<file path="config.mk">
export PLATFORM = sky130hd
export DESIGN_NAME = sdft_sample_window_flat
export DESIGN_NICKNAME = d
export VERILOG_FILES = /design/src/rtl/sdft_sample_window_if.sv /design/src/rtl/sdft_sample_window.sv /design/src/flat_wrapper.sv
export SDC_FILE = /design/constraint.sdc
export NUM_CORES = 1
export LEC_CHECK = 0
export CAP_MARGIN = 20
export CORE_MARGIN = 1
export CORE_UTILIZATION = 40
export CTS_BUF_LIST = sky130_fd_sc_hd__clkbuf_2 sky130_fd_sc_hd__clkbuf_4 sky130_fd_sc_hd__clkbuf_8
export DETAILED_ROUTE_END_ITERATION = 10
export HOLD_SLACK_MARGIN = 0.05
export PLACE_DENSITY = 0.69
export SLEW_MARGIN = 20
export SYNTH_ARGS = -nofsm -noshare
export SYNTH_HDL_FRONTEND = slang
export SYNTH_SLANG_ARGS = --single-unit
export TNS_END_PERCENT = 20
</file>
<file path="constraint.sdc">
create_clock -name clk -period 2.4 [get_ports clk]
set_input_delay 0.24 -clock clk [delete_from_list [all_inputs] [get_ports clk]]
set_output_delay 0.24 -clock clk [all_outputs]
set_load 0.01 [all_outputs]
</file>
<file path="src/rtl/sdft_sample_window_if.sv">
// Signal bundle between the ADC/SDFT-core side and the sample window front end.
// The master modport is the window block: it consumes adc/sdft_ready and drives the rest.
interface sdft_sample_window_if #(
    parameter int unsigned data_width = 8
);
    logic signed [data_width-1:0] adc;
    logic                         sdft_ready;
    logic                         start;
    logic signed [data_width:0]   delta;
    logic signed [data_width-1:0] sample_new;
    logic signed [data_width-1:0] sample_old;
    logic                         window_full;
    logic                         overrun;

    modport master (
        input  adc, sdft_ready,
        output start, delta, sample_new, sample_old, window_full, overrun
    );

    modport slave (
        output adc, sdft_ready,
        input  start, delta, sample_new, sample_old, window_full, overrun
    );
endinterface

</file>
<file path="src/rtl/sdft_sample_window.sv">
// Sliding-DFT front end: samples adc on a divided tick, keeps the last freq_bins samples
// in a circular single-port RAM and hands x[n], x[n-N] and their difference to the core.
module sdft_sample_window #(
    parameter int unsigned data_width = 8,
    parameter int unsigned freq_bins  = 16,
    parameter int unsigned addr_width = 4,
    parameter int unsigned sample_div = 64
) (
    input logic                  clk,
    input logic                  reset,
    sdft_sample_window_if.master bus
);
    localparam int unsigned div_width = $clog2(sample_div);
    localparam logic [div_width-1:0]  div_last = div_width'(sample_div - 1);
    localparam logic [addr_width-1:0] ptr_last = addr_width'(freq_bins - 1);

    typedef enum logic [2:0] {StClear, StIdle, StRead, StWrite, StIssue} state_e;

    state_e                       state_q, state_d;
    logic [div_width-1:0]         div_q, div_d;
    logic [addr_width-1:0]        clr_ptr_q, clr_ptr_d;
    logic [addr_width-1:0]        wr_ptr_q, wr_ptr_d;
    logic signed [data_width-1:0] sample_new_q, sample_old_q;
    logic signed [data_width:0]   delta_q;
    logic                         start_q, start_d;
    logic                         full_q, overrun_q;

    logic [data_width-1:0] ram [freq_bins];

    logic                  tick;
    logic                  cap_en, rd_en, wr_en, ovr_set;
    logic                  ram_we;
    logic [addr_width-1:0] ram_addr;
    logic [data_width-1:0] ram_wdata;

    always_comb begin
        state_d   = state_q;
        clr_ptr_d = clr_ptr_q;
        wr_ptr_d  = wr_ptr_q;
        start_d   = 1'b0;
        cap_en    = 1'b0;
        rd_en     = 1'b0;
        wr_en     = 1'b0;
        ovr_set   = 1'b0;
        ram_we    = 1'b0;
        ram_addr  = wr_ptr_q;
        ram_wdata = sample_new_q;
        tick      = (div_q == div_last);
        div_d     = tick ? '0 : div_q + 1'b1;

        unique case (state_q)
            StClear: begin
                // Divider is parked so the first tick lands a full period after CLEAR.
                div_d     = '0;
                ram_we    = 1'b1;
                ram_addr  = clr_ptr_q;
                ram_wdata = '0;
                clr_ptr_d = clr_ptr_q + 1'b1;
                if (clr_ptr_q == ptr_last) state_d = StIdle;
            end
            StIdle: begin
                if (tick) begin
                    cap_en  = 1'b1;
                    state_d = StRead;
                end
            end
            StRead: begin
                rd_en   = 1'b1;
                ovr_set = tick;
                state_d = StWrite;
            end
            StWrite: begin
                wr_en    = 1'b1;
                ram_we   = 1'b1;
                wr_ptr_d = wr_ptr_q + 1'b1;
                ovr_set  = tick;
                state_d  = StIssue;
            end
            StIssue: begin
                ovr_set = tick;
                if (bus.sdft_ready) begin
                    start_d = 1'b1;
                    state_d = StIdle;
                end
            end
            default: state_d = StClear;
        endcase
    end

    always_ff @(posedge clk or posedge reset) begin
        if (reset) begin
            state_q      <= StClear;
            div_q        <= '0;
            clr_ptr_q    <= '0;
            wr_ptr_q     <= '0;
            sample_new_q <= '0;
            sample_old_q <= '0;
            delta_q      <= '0;
            start_q      <= 1'b0;
            full_q       <= 1'b0;
            overrun_q    <= 1'b0;
        end else begin
            state_q   <= state_d;
            div_q     <= div_d;
            clr_ptr_q <= clr_ptr_d;
            wr_ptr_q  <= wr_ptr_d;
            start_q   <= start_d;
            if (cap_en) sample_new_q <= bus.adc;
            if (rd_en) sample_old_q <= ram[ram_addr];
            if (wr_en) begin
                delta_q <= {sample_new_q[data_width-1], sample_new_q}
                         - {sample_old_q[data_width-1], sample_old_q};
            end
            if (wr_en && wr_ptr_q == ptr_last) full_q <= 1'b1;
            if (ovr_set) overrun_q <= 1'b1;
        end
    end

    // Write port kept reset-free so the array maps onto a block RAM.
    always_ff @(posedge clk) begin
        if (ram_we) ram[ram_addr] <= ram_wdata;
    end

    assign bus.start       = start_q;
    assign bus.delta       = delta_q;
    assign bus.sample_new  = sample_new_q;
    assign bus.sample_old  = sample_old_q;
    assign bus.window_full = full_q;
    assign bus.overrun     = overrun_q;
endmodule

</file>
<file path="src/flat_wrapper.sv">
// flat-port wrapper written by rule: the top's interface ports become plain ports
module sdft_sample_window_flat 
#(
    parameter int unsigned data_width = 8,
    parameter int unsigned freq_bins  = 16,
    parameter int unsigned addr_width = 4,
    parameter int unsigned sample_div = 64
)
  (clk, reset, bus_adc, bus_sdft_ready, bus_start, bus_delta, bus_sample_new, bus_sample_old, bus_window_full, bus_overrun);
  sdft_sample_window_if #(.data_width(data_width)) bus_i ();
  input logic clk;
  input logic reset;
  input wire logic [$bits(bus_i.adc)-1:0] bus_adc;
  input wire logic [$bits(bus_i.sdft_ready)-1:0] bus_sdft_ready;
  output wire logic [$bits(bus_i.start)-1:0] bus_start;
  output wire logic [$bits(bus_i.delta)-1:0] bus_delta;
  output wire logic [$bits(bus_i.sample_new)-1:0] bus_sample_new;
  output wire logic [$bits(bus_i.sample_old)-1:0] bus_sample_old;
  output wire logic [$bits(bus_i.window_full)-1:0] bus_window_full;
  output wire logic [$bits(bus_i.overrun)-1:0] bus_overrun;
  assign bus_i.adc = bus_adc;
  assign bus_i.sdft_ready = bus_sdft_ready;
  assign bus_start = bus_i.start;
  assign bus_delta = bus_i.delta;
  assign bus_sample_new = bus_i.sample_new;
  assign bus_sample_old = bus_i.sample_old;
  assign bus_window_full = bus_i.window_full;
  assign bus_overrun = bus_i.overrun;
  sdft_sample_window #(.data_width(data_width), .freq_bins(freq_bins), .addr_width(addr_width), .sample_div(sample_div)) u_core (.clk(clk), .reset(reset), .bus(bus_i));
endmodule
</file>
# [Word level (Yosys, flattened, before mapping)]
# Memories as Yosys holds them, arrays and structs flattened. A register that Yosys moved wholly into a read port is not among the register bits.
# Index checks and enable logic that the tools add are counted.
[word_totals] n_memories=1 regBits=37 out_inout_bits=28 input_bits=11 elab_cells=47 ramBits=128
[op_classes] reduce_logical=5 eq_ne=10 addsub=4 muxes=18
[mem_list] name="u_core.ram" words=16 word_bits=8 rd=1 rd_ports_with_merged_regs=1 wr=1 line="sdft_sample_window.sv:28" rtl="logic [data_width-1:0] ram [freq_bins];"
[ops] op="$pmux W3 S5" count=1
[ops] op="$mux W6" count=2
[ops] op="$mux W1" count=10
[ops] op="$mux W3" count=3
[ops] op="$sub A8 B8 Y9" count=1
[ops] op="$add A4 B1 Y4 const B" count=2
[ops] op="$eq A4 B4 Y1 const B" count=2
[ops] op="$mux W8" count=1
[ops] op="$add A6 B1 Y6 const B" count=1
[ops] op="$eq A3 B2 Y1 const B" count=2
[ops] op="$eq A6 B6 Y1 const B" count=1
[ops] op="$mux W4" count=1
[ops] op="$ne A2 B1 Y1 const B" count=2
[ops] op="$eq A3 B1 Y1 const B" count=1
[ops] op="$eq A3 B3 Y1 const B" count=1
[ops] op="$logic_not A3 Y1" count=1
[ops] op="$reduce_and A3 Y1" count=1
[ops] op="$reduce_or A3 Y1" count=1
[ops] op="$ne A2 B2 Y1 const B" count=1
[ops] op="$reduce_or A2 Y1" count=1
[ops] op="$logic_and A1 B1 Y1" count=1

# [Longest topological paths before layout]
# Gate-level depths: netlist of run 1.
[logic_depth] ltp_word=5 mapped_depth=11 mapped_depth_nobuf=9

# [Least setup slack after synthesis of run 1]
# OpenSTA, ideal clock, no wires.
[synth_path] path_type="reg2reg" start="register u_core.state_q[0]" end="memory u_core.ram[2][0], enable pin" setup_time_ns=0.383 synth_period_minus_slack_ns=2.509 required_ns=2.017 n_path_buf=2 arrival_time_ns=2.126 path_stages_with_launch=7 setup_slack_ns=-0.109 cell_sequence="dfrtp_1 > buf_6 > or3_1 > buf_6 > or3_1 > o31a_1 > nor3_1"
[synth_via] elab_chain_len=5 word_cells_on_any_way=7 cone_classes="eq/ne (1); mux (4); reduce/logical (2)"
[synth_lines] item="start: declaration" line="sdft_sample_window.sv:19" rtl="state_e state_q, state_d;"
[synth_lines] item="start signal: assignment" line="sdft_sample_window.sv:92" rtl="state_q <= StClear;"
[synth_lines] item="start signal: assignment" line="sdft_sample_window.sv:103" rtl="state_q <= state_d;"
[synth_lines] item="$eq A3 B2 Y1 or $logic_not A3 Y1 (tied branches)" line="sdft_sample_window.sv:51" rtl="unique case (state_q)"
[synth_lines] item="$reduce_or A2 Y1 (no line)"
[synth_lines] item="$mux W1" line="sdft_sample_window.sv:51"
[synth_lines] item="$mux W1" line="sdft_sample_window.sv:121" rtl="if (ram_we) ram[ram_addr] <= ram_wdata;"
[synth_lines] item="$mux W1 (not written as such)" line="sdft_sample_window.sv:121"
[synth_lines] item="end: declaration" line="sdft_sample_window.sv:28"
# Several ways; a longest one is shown, not always the timed one.

# [Final worst setup path of run 1]
[layout_path] start="register u_core.state_q[0]" end="register u_core.sample_old_q[6], in the netlist u_core.bus.sample_old[6] (read register of u_core.ram)"
[layout_via] elab_chain_len=2 word_cells_on_any_way=4 cone_classes="eq/ne (1); mux (2); reduce/logical (1)"
[layout_lines] item="$eq A3 B2 Y1 or $logic_not A3 Y1 (tied branches)" line="sdft_sample_window.sv:51"
[layout_lines] item="$mux W1 or $mux W4 (tied branches)" line="sdft_sample_window.sv:51"
[layout_lines] item="end: declaration" line="sdft_sample_window.sv:23" rtl="logic signed [data_width-1:0] sample_new_q, sample_old_q;"
# Several ways; a longest one is shown, not always the timed one.
# A chain may end at the register's enable or synchronous reset.

==> results.md, run 1 <==
Global route:
- The number of global-route vias before repair came to 4547.
- The initial antenna violation count is 0.
- The total overflow left after global routing is 0.
- Global routing used 18.6% of the available tracks.
- The global-route wire length before repair is 25.3 mm.
- The largest net degree at the start of global routing is 46.

Clock network:
- Counting along the longest clock path gives a buffer depth of 2.
- The sink count of the clock tree is 173.
- The H-tree depth is 4.
- Clock-pin slew was measured on the worst setup and hold paths at 100 ps.
- The clock latency on the worst-skew pair is 460 ps.
- The buffer cell driving the clock tree root is sky130_fd_sc_hd__clkbuf_8.
- In this run, post-CTS hold repair placed 0 buffers.
- The clock tree from TritonCTS is yes.
- The number of buffers created by CTS is 17.

Yosys:
- The number of different library cells used by synthesis comes to 52.
- For this run, the number of Yosys warnings is 0.
- After synthesis, the mean cell area works out to 14.3 um^2.
- The synthesized instance count is 512.
- The total nets after synthesis is 535.
- After synthesis, the share of flip-flops with an asynchronous set or reset is 26.0%.
- The most repeated cell in the gate-level netlist after synthesis is sky130_fd_sc_hd__edfxtp_1.
- The synthesized design spends more area on one cell type than any other, namely sky130_fd_sc_hd__edfxtp_1.
- Of the synthesized area, sequential elements account for 67.8%.
- The dominant register cell in the synthesized netlist is sky130_fd_sc_hd__edfxtp_1.
- In the post-synthesis netlist, the biggest area contributors are sky130_fd_sc_hd__edfxtp_1, sky130_fd_sc_hd__dfrtp_1, sky130_fd_sc_hd__mux2i_1.
- Ranked by instance count, the synthesized netlist is headed by sky130_fd_sc_hd__edfxtp_1, sky130_fd_sc_hd__nand2_1, sky130_fd_sc_hd__dfrtp_1.
- The synthesized design contains 128 enable-type register cells.
- The share of synthesized area in the top cell type comes to 52.4%.
- The post-synthesis sequential element count is 173.
- Summing every instance area after synthesis gives 0.00733 mm^2.

Route:
- Once detail routing completed, the nets flagged for antenna violations numbered 0.
- The number of vias after detailed routing is 4540.
- The routed design has 16.1 mm of wire.
- The final routed DRC violation total is 0.
- The count of TritonRoute iterations in the first routing pass is 5.
- The per-cell via count in the routed design is 5.44.
- The violation count after the first detailed-routing iteration is 424.
- The wire length per cell is 19.3 um.

Die:
- Measured along the x axis, the die boundary spans 137 um.
- The die footprint is 0.0189 mm^2.
- The floorplan core area is 0.0180 mm^2.
- The die is 137 um tall.
- The initial core utilization is 40.8%.
- The floorplan has 49 rows.
- 39 I/O pins were placed.

Critical path:
- The startpoint-to-endpoint class of the critical path is reg -> reg.
- The worst setup path is launched from a register.
- STA classifies the critical path endpoint as a register.
- The required time of the critical path is 2760 ps.
- The critical path goes through or3_4 -> a21oi_4 -> buf_4 -> mux4_2 -> a211o_1 -> o22a_1.
- The master of the slowest instance on the critical path is sky130_fd_sc_hd__mux4_2.
- The worst stage delay on the critical path is 530 ps.
- At the worst endpoint, the arrival time is 2710 ps.
- In this run the worst path has a maximum fanout of 4.

Place:
- The instance count after placement with tap cells included is 799.
- The congestion estimate from routability-driven global placement came to 0.827.
- After legalization and detailed placement, the total HPWL measured 10.9 mm.
- At the placement stage, the worst setup path has a slack of -251 ps.
- Port buffering added 38 buffers.

STA:
- The setup slack of the critical path after layout is 53.4 ps.
- The count of final max-slew check failures is 0.
- In this run the tightest slew margin relative to its limit is 34.3%.
- The hold violation count in the final report is 0.
- Setup violations remaining at the end of the flow were counted as 0.
- The transition time at the pin with the least slew margin is 978 ps.
- Clock skew on the completed layout was measured at 7.00 ps.
- Dividing the final minimum period by the clock period gives 97.8%.
- The maximum clock frequency is 0.426 GHz.
- Setup repair after global routing left no endpoint under its margin.
- Counting I/O delays and the setup requirement, the final critical path takes 2350 ps.
- The worst hold margin is 115 ps.

Power:
- For this design the ratio of total power to cell area is 593 mW/mm^2.
- The worst-case vdd ir drop is 0.289 mV.
- The static leakage is 0.00314 uW.

Run status:
- The run finished with clean final reports.

Cells and area:
- Fill cells in the final layout number 1494.
- The number of antenna repair diodes is 0.
- From synthesis to final layout, the design area changed by 18.3%.
- The number of nets in the finished design is 615.
- For this run, the number of standard cells in the final layout without fillers is 834.
- In the final layout, the share of cells above drive strength 1 is 18.2%.

Min path:
- The worst hold path belongs to the class in -> async.

Job:
- Across the run, the number of max-cap violations was 0.
-- layout by cell type (no fill, tap or decap), types with 3 or more instances in the layout --
master                            count
sky130_fd_sc_hd__edfxtp_1           128
sky130_fd_sc_hd__nand2_1             47
sky130_fd_sc_hd__dfrtp_1             45
sky130_fd_sc_hd__buf_4               44
sky130_fd_sc_hd__mux2i_1             40
sky130_fd_sc_hd__clkdlybuf4s50_1     38
sky130_fd_sc_hd__nor2_1              23
sky130_fd_sc_hd__nor3_1              20
sky130_fd_sc_hd__a21oi_1             20
sky130_fd_sc_hd__clkbuf_8            17
sky130_fd_sc_hd__o21ai_0             13
sky130_fd_sc_hd__inv_1               12
sky130_fd_sc_hd__o22ai_1             12
sky130_fd_sc_hd__ha_1                11
sky130_fd_sc_hd__xnor2_1              9
sky130_fd_sc_hd__and2_1               8
sky130_fd_sc_hd__nand3_1              8
sky130_fd_sc_hd__mux4_2               8
sky130_fd_sc_hd__o21a_1               6
sky130_fd_sc_hd__mux2_2               6
sky130_fd_sc_hd__inv_6                6
sky130_fd_sc_hd__nor2b_1              5
sky130_fd_sc_hd__o31ai_1              5
sky130_fd_sc_hd__o22a_1               5
sky130_fd_sc_hd__inv_8                4
sky130_fd_sc_hd__clkinv_4             4
sky130_fd_sc_hd__nor3b_1              3
sky130_fd_sc_hd__nand2b_1             3
sky130_fd_sc_hd__a31oi_1              3
sky130_fd_sc_hd__nor4_1               3
sky130_fd_sc_hd__and3_1               3
sky130_fd_sc_hd__buf_12               3
-- report_power, final --
part           leakage [uW]  switching [uW]  internal, uW
Clock              0.000197            1160           776
Sequential          0.00146               0          3170
Combinational       0.00148            17.8          17.8
-- worst paths after layout --
check	start	end	slack, ps	depth (start not counted)
setup / recovery	u_core.state_q[0]	u_core.bus.sample_old[6]	50	6
hold / removal	reset	u_core.div_q[4]	120	3
setup reg to reg	u_core.state_q[0]	u_core.bus.sample_old[6]	50	6
hold reg to reg	u_core.div_q[0]	u_core.div_q[0]	480	1
max in group asynchronous	reset	u_core.bus.sample_old[2]	2070	3
min in group clk	bus_adc[1]	u_core.bus.sample_new[1]	330	3
-- metal layers --
metal  wire [um]  GRT usage [%]  up-vias
met3        1050           4.08       21
met1        7170           25.2     2269
met4         331           7.08        0
li1            -              -     2084
met5           0              0        -
met2        7530           29.3      166
-- metrics by stage --
stage	cell area (um^2)	TNS [ps]	total power, uW	utilization (%)
CTS	8660	0	5190	48.2
detailed placement	8210	-366	3280	45.7
floorplan	7330	-7150	3250	-
global route	8680	0	5300	48.3
global placement	8200	-190	3280	45.7
finish	8680	0	5150	48.3
-- critical path: cells and delay by family (launching register included) --
| kind | cells | cell delay, ps |
|---|---|---|
| AND/OR/NAND/NOR | 1 | 410 |
| AO/OA/AOI/OAI | 3 | 720 |
| flip-flops | 1 | 410 |
| multiplexers | 1 | 530 |
| buffers and inverters | 1 | 170 |
-- sequential cells by signal, indices dropped and copies added (netlist names) --
| signal | count |
|---|---|
| u_core.ram | 128 |
| u_core.bus.delta | 9 |
| u_core.bus.sample_new | 8 |
| u_core.bus.sample_old | 8 |
| u_core.div_q | 6 |
| u_core.clr_ptr_q | 4 |
| u_core.wr_ptr_q | 4 |
| u_core.state_q | 3 |
| u_core.bus.overrun | 1 |
| u_core.bus.start | 1 |
| u_core.bus.window_full | 1 |
-- cells by family (layout without fill, tap and decap cells) --
family	Yosys count	in the layout	share of synthesized area, %
xor+xnor	11	11	1.31
fa+ha+maj	12	12	2.15
simple gates	140	140	9.23
flops	173	173	67.8
buf+inv	38	131	3.02
mux	55	55	9.03
compound gates	83	83	7.47
-- what timing repair did --
item	4_1_cts	5_1_grt
pin swaps	2	3
endpoints found under the setup margin	4	13
cloned	1	0
resized for setup	4	8
buffers inserted	3	0
-- layout make-up --
| class | count | area [um^2] | area share [%] |
|---|---|---|---|
| multi-input cells | 301 | 2210 | 25.4 |
| well taps | 229 | 287 | 3.30 |
| clock inverters | 15 | 149 | 1.72 |
| clock buffers | 17 | 234 | 2.70 |
| repair buffers | 86 | 782 | 9.01 |
| flip-flops and latches | 173 | 4970 | 57.3 |
| inverters | 13 | 48.8 | 0.562 |
Power figures use the tool's default switching activity.
==> run 2: changes to the inputs <==
- CELL_PAD_IN_SITES_DETAIL_PLACEMENT: unset -> 0
- CELL_PAD_IN_SITES_GLOBAL_PLACEMENT: unset -> 1
- PLACE_DENSITY: 0.69 -> 0.78
- RECOVER_POWER: unset -> 25
==> run 2 against run 1 <==
  * Clock power rose by 6%
  * Worst hold slack improved by 220 ps
  * Global-route usage fell by 0.43 points
  * Sequential power about the same
  * Clock skew rose by 6.6 ps
  * Critical path depth up 1
  * First-iteration DRC count down 9.0%
  * Flip-flop and latch count unchanged
  * Cell count increased by 0.72%
  * Power grew 2.1%
  * Sequential share of layout area fell by 0.77 points
==> results.md, run 2 (synthesized netlist as in run 1, its figures left out) <==
Critical path:
- The required time of the critical path was 2740 ps (-20 ps).
- The worst register-to-register path begins at u_core.state_q[2].
- The type of element capturing the critical path is a register.
- The startpoint of the worst setup timing path is u_core.state_q[2].
- The highest net fanout along the worst path is 5 (+1).
- The startpoint-to-endpoint class of the critical path is reg -> reg.
- The data arrival at the endpoint of the critical path was 2710 ps (about the same).
- The worst setup path is launched from a register.

STA:
- The period utilization is 98.6% (+0.84 points).
- The count of final max-slew check failures came to 0 (unchanged).
- The number of setup violations in the final report is 0 (unchanged).
- The maximum clock frequency is 0.423 GHz (-0.85%).
- The tightest slew margin relative to the limit is 31.0% (-3.3 points).
- The hold violation count in the final report came to 0 (unchanged).
- The transition time at the pin with the least slew margin was 1030 ps (+56.3 ps).
- The largest clock skew in the final design is 13.6 ps (+6.63 ps).
- The shortest period the worst path allows is 2370 ps (+20.2 ps).

Power:
- The overall power of the completed layout is 5250 uW (+2.1%).
- The cell area power density is 598 mW/mm^2 (+0.74%).
- The static leakage is 0.00320 uW (+2.0%).
- The worst-case vdd ir drop was 0.335 mV (+16%).

Clock network:
- The sink count of the clock tree is 173 (unchanged).
- The number of buffers created by CTS is 17 (unchanged).
- The clock latency on the worst-skew pair is 460 ps (about the same).
- The H-tree depth is 4 (unchanged).
- The clock tree buffer depth is 2 (unchanged).
- The clock tree from TritonCTS is yes.
- CTS placed an instance of sky130_fd_sc_hd__clkbuf_8 at the clock tree root.
- The CTS clock-pin slew for the worst setup and hold paths was 100 ps (about the same).
- The number of buffers added to fix hold violations after cts was 0 (unchanged).

Route:
- The violation count after the first detailed-routing iteration is 386 (-9.0%).
- The per-cell via count in the routed design is 5.30 (-2.6%).
- The total detailed-routing wirelength is 16.1 mm (about the same).
- The number of vias after detailed routing is 4453 (-1.9%).
- The final routed DRC violation total is 0 (unchanged).
- The residual antenna-violating net count after detailed routing was 0 (unchanged).
- The wire length per cell is 19.1 um (-0.81%).
- The count of TritonRoute iterations in the first routing pass came to 4 (-1).

Global route:
- The number of global-route vias before repair is 4384 (-3.6%).
- The global-route wire length before repair is 24.8 mm (-1.9%).
- The largest net degree at the start of global routing is 28 (-39%).
- The remaining global-route overflow was 0 (unchanged).
- The global-route usage over all layers came to 18.2% (-0.43 points).
- The initial antenna violation count is 0 (unchanged).

Die:
- The horizontal die dimension is 137 um (unchanged).
- The number of rows in the core area came to 49 (unchanged).
- The floorplan core area came to 0.0180 mm^2 (unchanged).
- The initial core utilization is 40.8% (unchanged).
- The number of top-level pins is 39 (unchanged).
- The height of the chip came to 137 um (unchanged).
- The die footprint came to 0.0189 mm^2 (unchanged).

Run status:
- The flow ran to the end, and the final reports show no timing, DRC or antenna violations.

Cells and area:
- The number of flip-flops in the largest register is 128 (unchanged).
- The area added between synthesis and finish is 19.9%.
- The library cell used most frequently in the layout, excluding fill and tap cells, is sky130_fd_sc_hd__edfxtp_1.
- The final cell area excluding filler cells came to 0.00879 mm^2 (+1.4%).
- The number of antenna repair diodes is 0 (unchanged).
- The share of cells above drive strength 1 is 18.5% (+0.31 points).
- The register with the most flip-flops in the final layout is u_core.ram.
- The number of nets in the finished design came to 621 (+0.98%).
- In the layout the commonest cells are sky130_fd_sc_hd__edfxtp_1, sky130_fd_sc_hd__nand2_1, sky130_fd_sc_hd__dfrtp_1.

Min path:
- The worst hold path belongs to the class in -> reg.
- The worst hold path startpoint is bus_adc[0].

Place:
- The placed wire-length estimate after detailed placement is 11.0 mm (+1.2%).
- The count of input and output buffers is 38 (unchanged).
- The final weighted congestion in routability-driven placement came to 0.811 (-2.0%).
- The post-detailed-placement cell area was 0.00820 mm^2 (about the same).

Job:
- The count of maximum capacitance violations is 0 (unchanged).
[run 2: critical path, stage by stage, from the launching register on]
cell	delay, ps
sky130_fd_sc_hd__dfrtp_1	400
sky130_fd_sc_hd__or3_4	420
sky130_fd_sc_hd__a21oi_4	210
sky130_fd_sc_hd__buf_12	160
sky130_fd_sc_hd__buf_6	110
sky130_fd_sc_hd__mux4_2	510
sky130_fd_sc_hd__a211o_1	280
sky130_fd_sc_hd__o22a_1	170
[run 2: path summary, 6_finish.rpt]
kind / end / slack [ps] / depth (start not counted)
max in group asynchronous: u_core.div_q[3] / 810 / 3
worst min-delay path: u_core.bus.sample_new[0] / 330 / 3
worst min register to register: u_core.div_q[0] / 480 / 1
worst max-delay path: u_core.bus.sample_old[5] / 30 / 7
min in group asynchronous: u_core.bus.delta[7] / 460 / 2
worst max register to register: u_core.bus.sample_old[5] / 30 / 7
[run 2: layout make-up]
cell class	count	area, um^2
flip-flops and latches	173	4970
inverters	13	48.8
clock buffers	19	249
well taps	229	287
multi-input cells	301	2210
repair buffers	92	878
fillers	1530	9170
clock inverters	13	154
[run 2: through the flow]
stage / instances / hold slack (ps) / TNS, ps / setup slack, ps / util [%]
2_1_floorplan: 512 / 347 / -7150 / -109 / -
3_3_place_gp: 797 / 452 / -204 / -186 / 45.6
3_5_place_dp: 798 / 458 / -194 / -193 / 45.7
4_1_cts: 832 / 147 / 0 / 3.84 / 48.0
5_1_grt: 840 / 365 / -29.1 / -14.7 / 49.0
6_report: 840 / 333 / 0 / 33.3 / 49.0
[run 2: per-layer routing]
layer	wire, um	share of wire (%)	track usage [%]
met5	0	0	0
met3	714	4.4	3.27
met1	7470	46	25.2
met4	185	1.2	6.04
met2	7700	48	28.9
[run 2: power by group]
part           leakage [uW]  internal [uW]  switching, uW  total, uW
registers           0.00146           3170              0       3170
clock network      0.000205            974           1070       2050
logic               0.00154           14.6           17.7       32.3
total               0.00320           4160           1090       5250
[run 2: timing repair]
item / 4_1_cts / 5_1_grt
cloned: 0 / 2
setup buffers: 2 / 6
gates resized for setup: 1 / 14
endpoints found under the setup margin: 4 / 24
pin swaps: 1 / 5
==> run 3: changes to the inputs <==
- CORE_MARGIN: 1 -> 2
- CORE_UTILIZATION: 40 -> 47
- PLACE_DENSITY: 0.78 -> 0.88
- clock period: 2.4 -> 2 ns (I/O delays scaled with it)
==> run 3 against run 2 <==
  * The run now ends with setup timing left
  * Clock skew up 1.1 ps
  * Flip-flop and latch count did not move
  * Setup slack got worse by 400 ps
  * First-iteration DRC count grew 51%
  * Clock power up 29%
  * Sequential power up 20%
  * Register-to-register slack got worse by 400 ps
  * Critical endpoint is now u_core.bus.sample_old[0]
  * Largest cell class unchanged
  * Highest routed layer unchanged
==> results.md, run 3 (synthesized netlist as in run 1, its figures left out) <==
STA:
- The transition time at the pin with the least slew margin is 854 ps (-181 ps).
- The number of setup violations in the final report came to 112 (+112).
- The maximum clock frequency is 0.422 GHz (about the same).
- The period utilization came to 118% (+20 points).
- Setup repair after global routing could not meet its margin everywhere.
- The largest clock skew in the final design is 14.7 ps (+1.12 ps).
- The setup slack of the critical path after layout is -367 ps (-401 ps).
- The hold violation count in the final report is 0 (unchanged).
- The count of final max-slew check failures was 0 (unchanged).
- The tightest slew margin relative to the limit is 43.0% (+12 points).
- The shortest period the worst path allows came to 2370 ps (+0.746 ps).

Place:
- The instance count after placement with tap cells included is 794 (-0.50%).
- The placed wire-length estimate after detailed placement is 12.3 mm (+11%).
- The final weighted congestion in routability-driven placement was 0.931 (+15%).
- The count of input and output buffers is 38 (unchanged).

Critical path:
- The worst setup path is launched from a register.
- The required time of the critical path was 2350 ps (-390 ps).
- The highest net fanout along the worst path is 11 (+6).
- The data arrival at the endpoint of the critical path is 2710 ps (about the same).
- The startpoint-to-endpoint class of the critical path is reg -> reg.
- The type of element capturing the critical path is a register.

Route:
- The per-cell via count in the routed design is 5.84 (+10%).
- The count of TritonRoute iterations in the first routing pass was 7 (+3).
- The residual antenna-violating net count after detailed routing is 0 (unchanged).
- The violation count after the first detailed-routing iteration is 584 (+51%).
- The number of vias after detailed routing is 4885 (+9.7%).
- The total detailed-routing wirelength is 18.5 mm (+15%).
- The wire length per cell is 22.1 um (+15%).
- The final routed DRC violation total is 0 (unchanged).

Die:
- The horizontal die dimension is 129 um (-6.2%).
- The number of top-level pins is 39 (unchanged).
- The height of the chip is 129 um (-6.2%).
- The floorplan core area was 0.0152 mm^2 (-15%).
- The number of rows in the core area was 45 (-8.2%).
- The initial core utilization is 48.2% (+7.4 points).
- The die footprint is 0.0166 mm^2 (-12%).

Clock network:
- The H-tree depth is 4 (unchanged).
- The clock latency on the worst-skew pair is 470 ps (about the same).
- TritonCTS built the clock tree.
- The clock tree buffer depth is 2 (unchanged).
- The CTS clock-pin slew for the worst setup and hold paths is 90 ps (about the same).
- The root buffer cell chosen for the clock tree is sky130_fd_sc_hd__clkbuf_8.
- The number of buffers created by CTS came to 17 (unchanged).
- The sink count of the clock tree is 173 (unchanged).

Power:
- The switching component of the power is 1270 uW (+17%).
- The cell area power density is 676 mW/mm^2 (+13%).
- The internal portion of total power is 5230 uW (+26%).
- The sequential cell fraction of total power is 58.6% (-1.8 points).
- The switching fraction of total power is 19.6% (-1.2 points).
- The static leakage is 0.00353 uW (+10%).
- The part of the power in the clock network is 40.8% (+1.8 points).
- The worst-case vdd ir drop came to 0.460 mV (+37%).
- The portion of total power attributed to combinational logic is 0.6% (about the same).

Min path:
- The tightest min-delay check is of the in -> reg type.

Global route:
- The largest net degree at the start of global routing is 26 (-7.1%).
- The remaining global-route overflow is 0 (unchanged).
- The global-route usage over all layers came to 23.3% (+5.1 points).
- The global-route wire length before repair is 28.2 mm (+13%).
- The initial antenna violation count was 0 (unchanged).
- The number of global-route vias before repair is 5044 (+15%).

Run status:
- The flow ran to the end, but the final reports show violations.
- The checks that failed: setup timing.

Cells and area:
- Compared with the post-synthesis result, the final layout area differs by 31.3%.
- The register name with the most flops is u_core.ram.
- The share of the core filled with cells came to 63.3% (+14 points).
- Leaving out fill and tap cells, the most frequent cell in the layout is sky130_fd_sc_hd__edfxtp_1.
- The number of nets in the finished design was 659 (+6.1%).
- The share of cells above drive strength 1 is 30.8% (+12 points).
- The number of flip-flops in the largest register is 128 (unchanged).
- The number of antenna repair diodes is 0 (unchanged).
- In the layout the commonest cells are sky130_fd_sc_hd__edfxtp_1, sky130_fd_sc_hd__buf_4, sky130_fd_sc_hd__nand2_1, sky130_fd_sc_hd__dfrtp_1, sky130_fd_sc_hd__clkdlybuf4s50_1.
- The count of filler cells inserted in the layout is 1050 (-31%).
- The final non-filler cell total was 837 (-0.36%).

Job:
- The count of maximum capacitance violations is 0 (unchanged).
run 3: repair_timing:
item,CTS,global route
resized for setup,39,46
gates cloned,1,0
buffers inserted,7,4
endpoints found under the setup margin,154,138
pin swaps,10,10
hold buffers,0,0
run 3: cell type report:
cell class	count	area [um^2]	area share, %
flip-flops and latches	173	4970	51.6
multi-input cells	301	2560	26.6
repair buffers	130	1360	14.1
clock buffers	22	297	3.08
well taps	188	235	2.44
clock inverters	10	151	1.57
inverters	13	48.8	0.507
run 3: power by group through the flow:
| stage | clock network (uW) | logic [uW] | registers [uW] |
|---|---|---|---|
| floorplan | 0 | 13.5 | 3890 |
| global placement | 0 | 43.5 | 3890 |
| detailed placement | 0 | 44.9 | 3890 |
| CTS | 2670 | 45.0 | 3810 |
| global route | 2810 | 44.4 | 3810 |
| finish | 2650 | 38.8 | 3810 |
run 3: per-layer routing:
metal | global-route usage (%) | wire, um | up-vias
met2 | 38.6 | 9230 | 240
met3 | 4.74 | 1490 | 43
met1 | 30.0 | 7260 | 2427
li1 | - | - | 2175
met4 | 10.1 | 471 | 0
met5 | 0 | 0 | -
run 3: worst paths after layout:
path	startpoint	to	slack, ps	depth (start not counted)
max	u_core.state_q[1]	u_core.bus.sample_old[0]	-370	8
min	bus_adc[0]	u_core.bus.sample_new[0]	300	3
max reg2reg	u_core.state_q[1]	u_core.bus.sample_old[0]	-370	8
min reg2reg	u_core.div_q[0]	u_core.div_q[0]	480	1
max in group asynchronous	reset	u_core.div_q[2]	520	3
min in group asynchronous	reset	u_core.bus.delta[4]	340	2
run 3: critical path: stages, from the launching register on:
cell and delay [ps]:
sky130_fd_sc_hd__dfrtp_1 400, sky130_fd_sc_hd__or3_4 430, sky130_fd_sc_hd__a21oi_4 160, sky130_fd_sc_hd__buf_12 180, sky130_fd_sc_hd__buf_12 150, sky130_fd_sc_hd__mux2i_1 270, sky130_fd_sc_hd__o22ai_1 180, sky130_fd_sc_hd__nor4_2 360
sky130_fd_sc_hd__a21oi_1 120
run 3: stage by stage:
stage	hold WS [ps]	instance area (um^2)	worst slack [ps]	TNS [ps]	total power, uW
2_1_floorplan	307	7490	-249	-23170	3900
3_3_place_gp	444	8710	-517	-13160	3930
3_5_place_dp	472	8710	-628	-20310	3930
4_1_cts	84.4	9420	-291	-13900	6530
5_1_grt	333	9630	-447	-18140	6660
6_report	302	9630	-367	-12090	6500
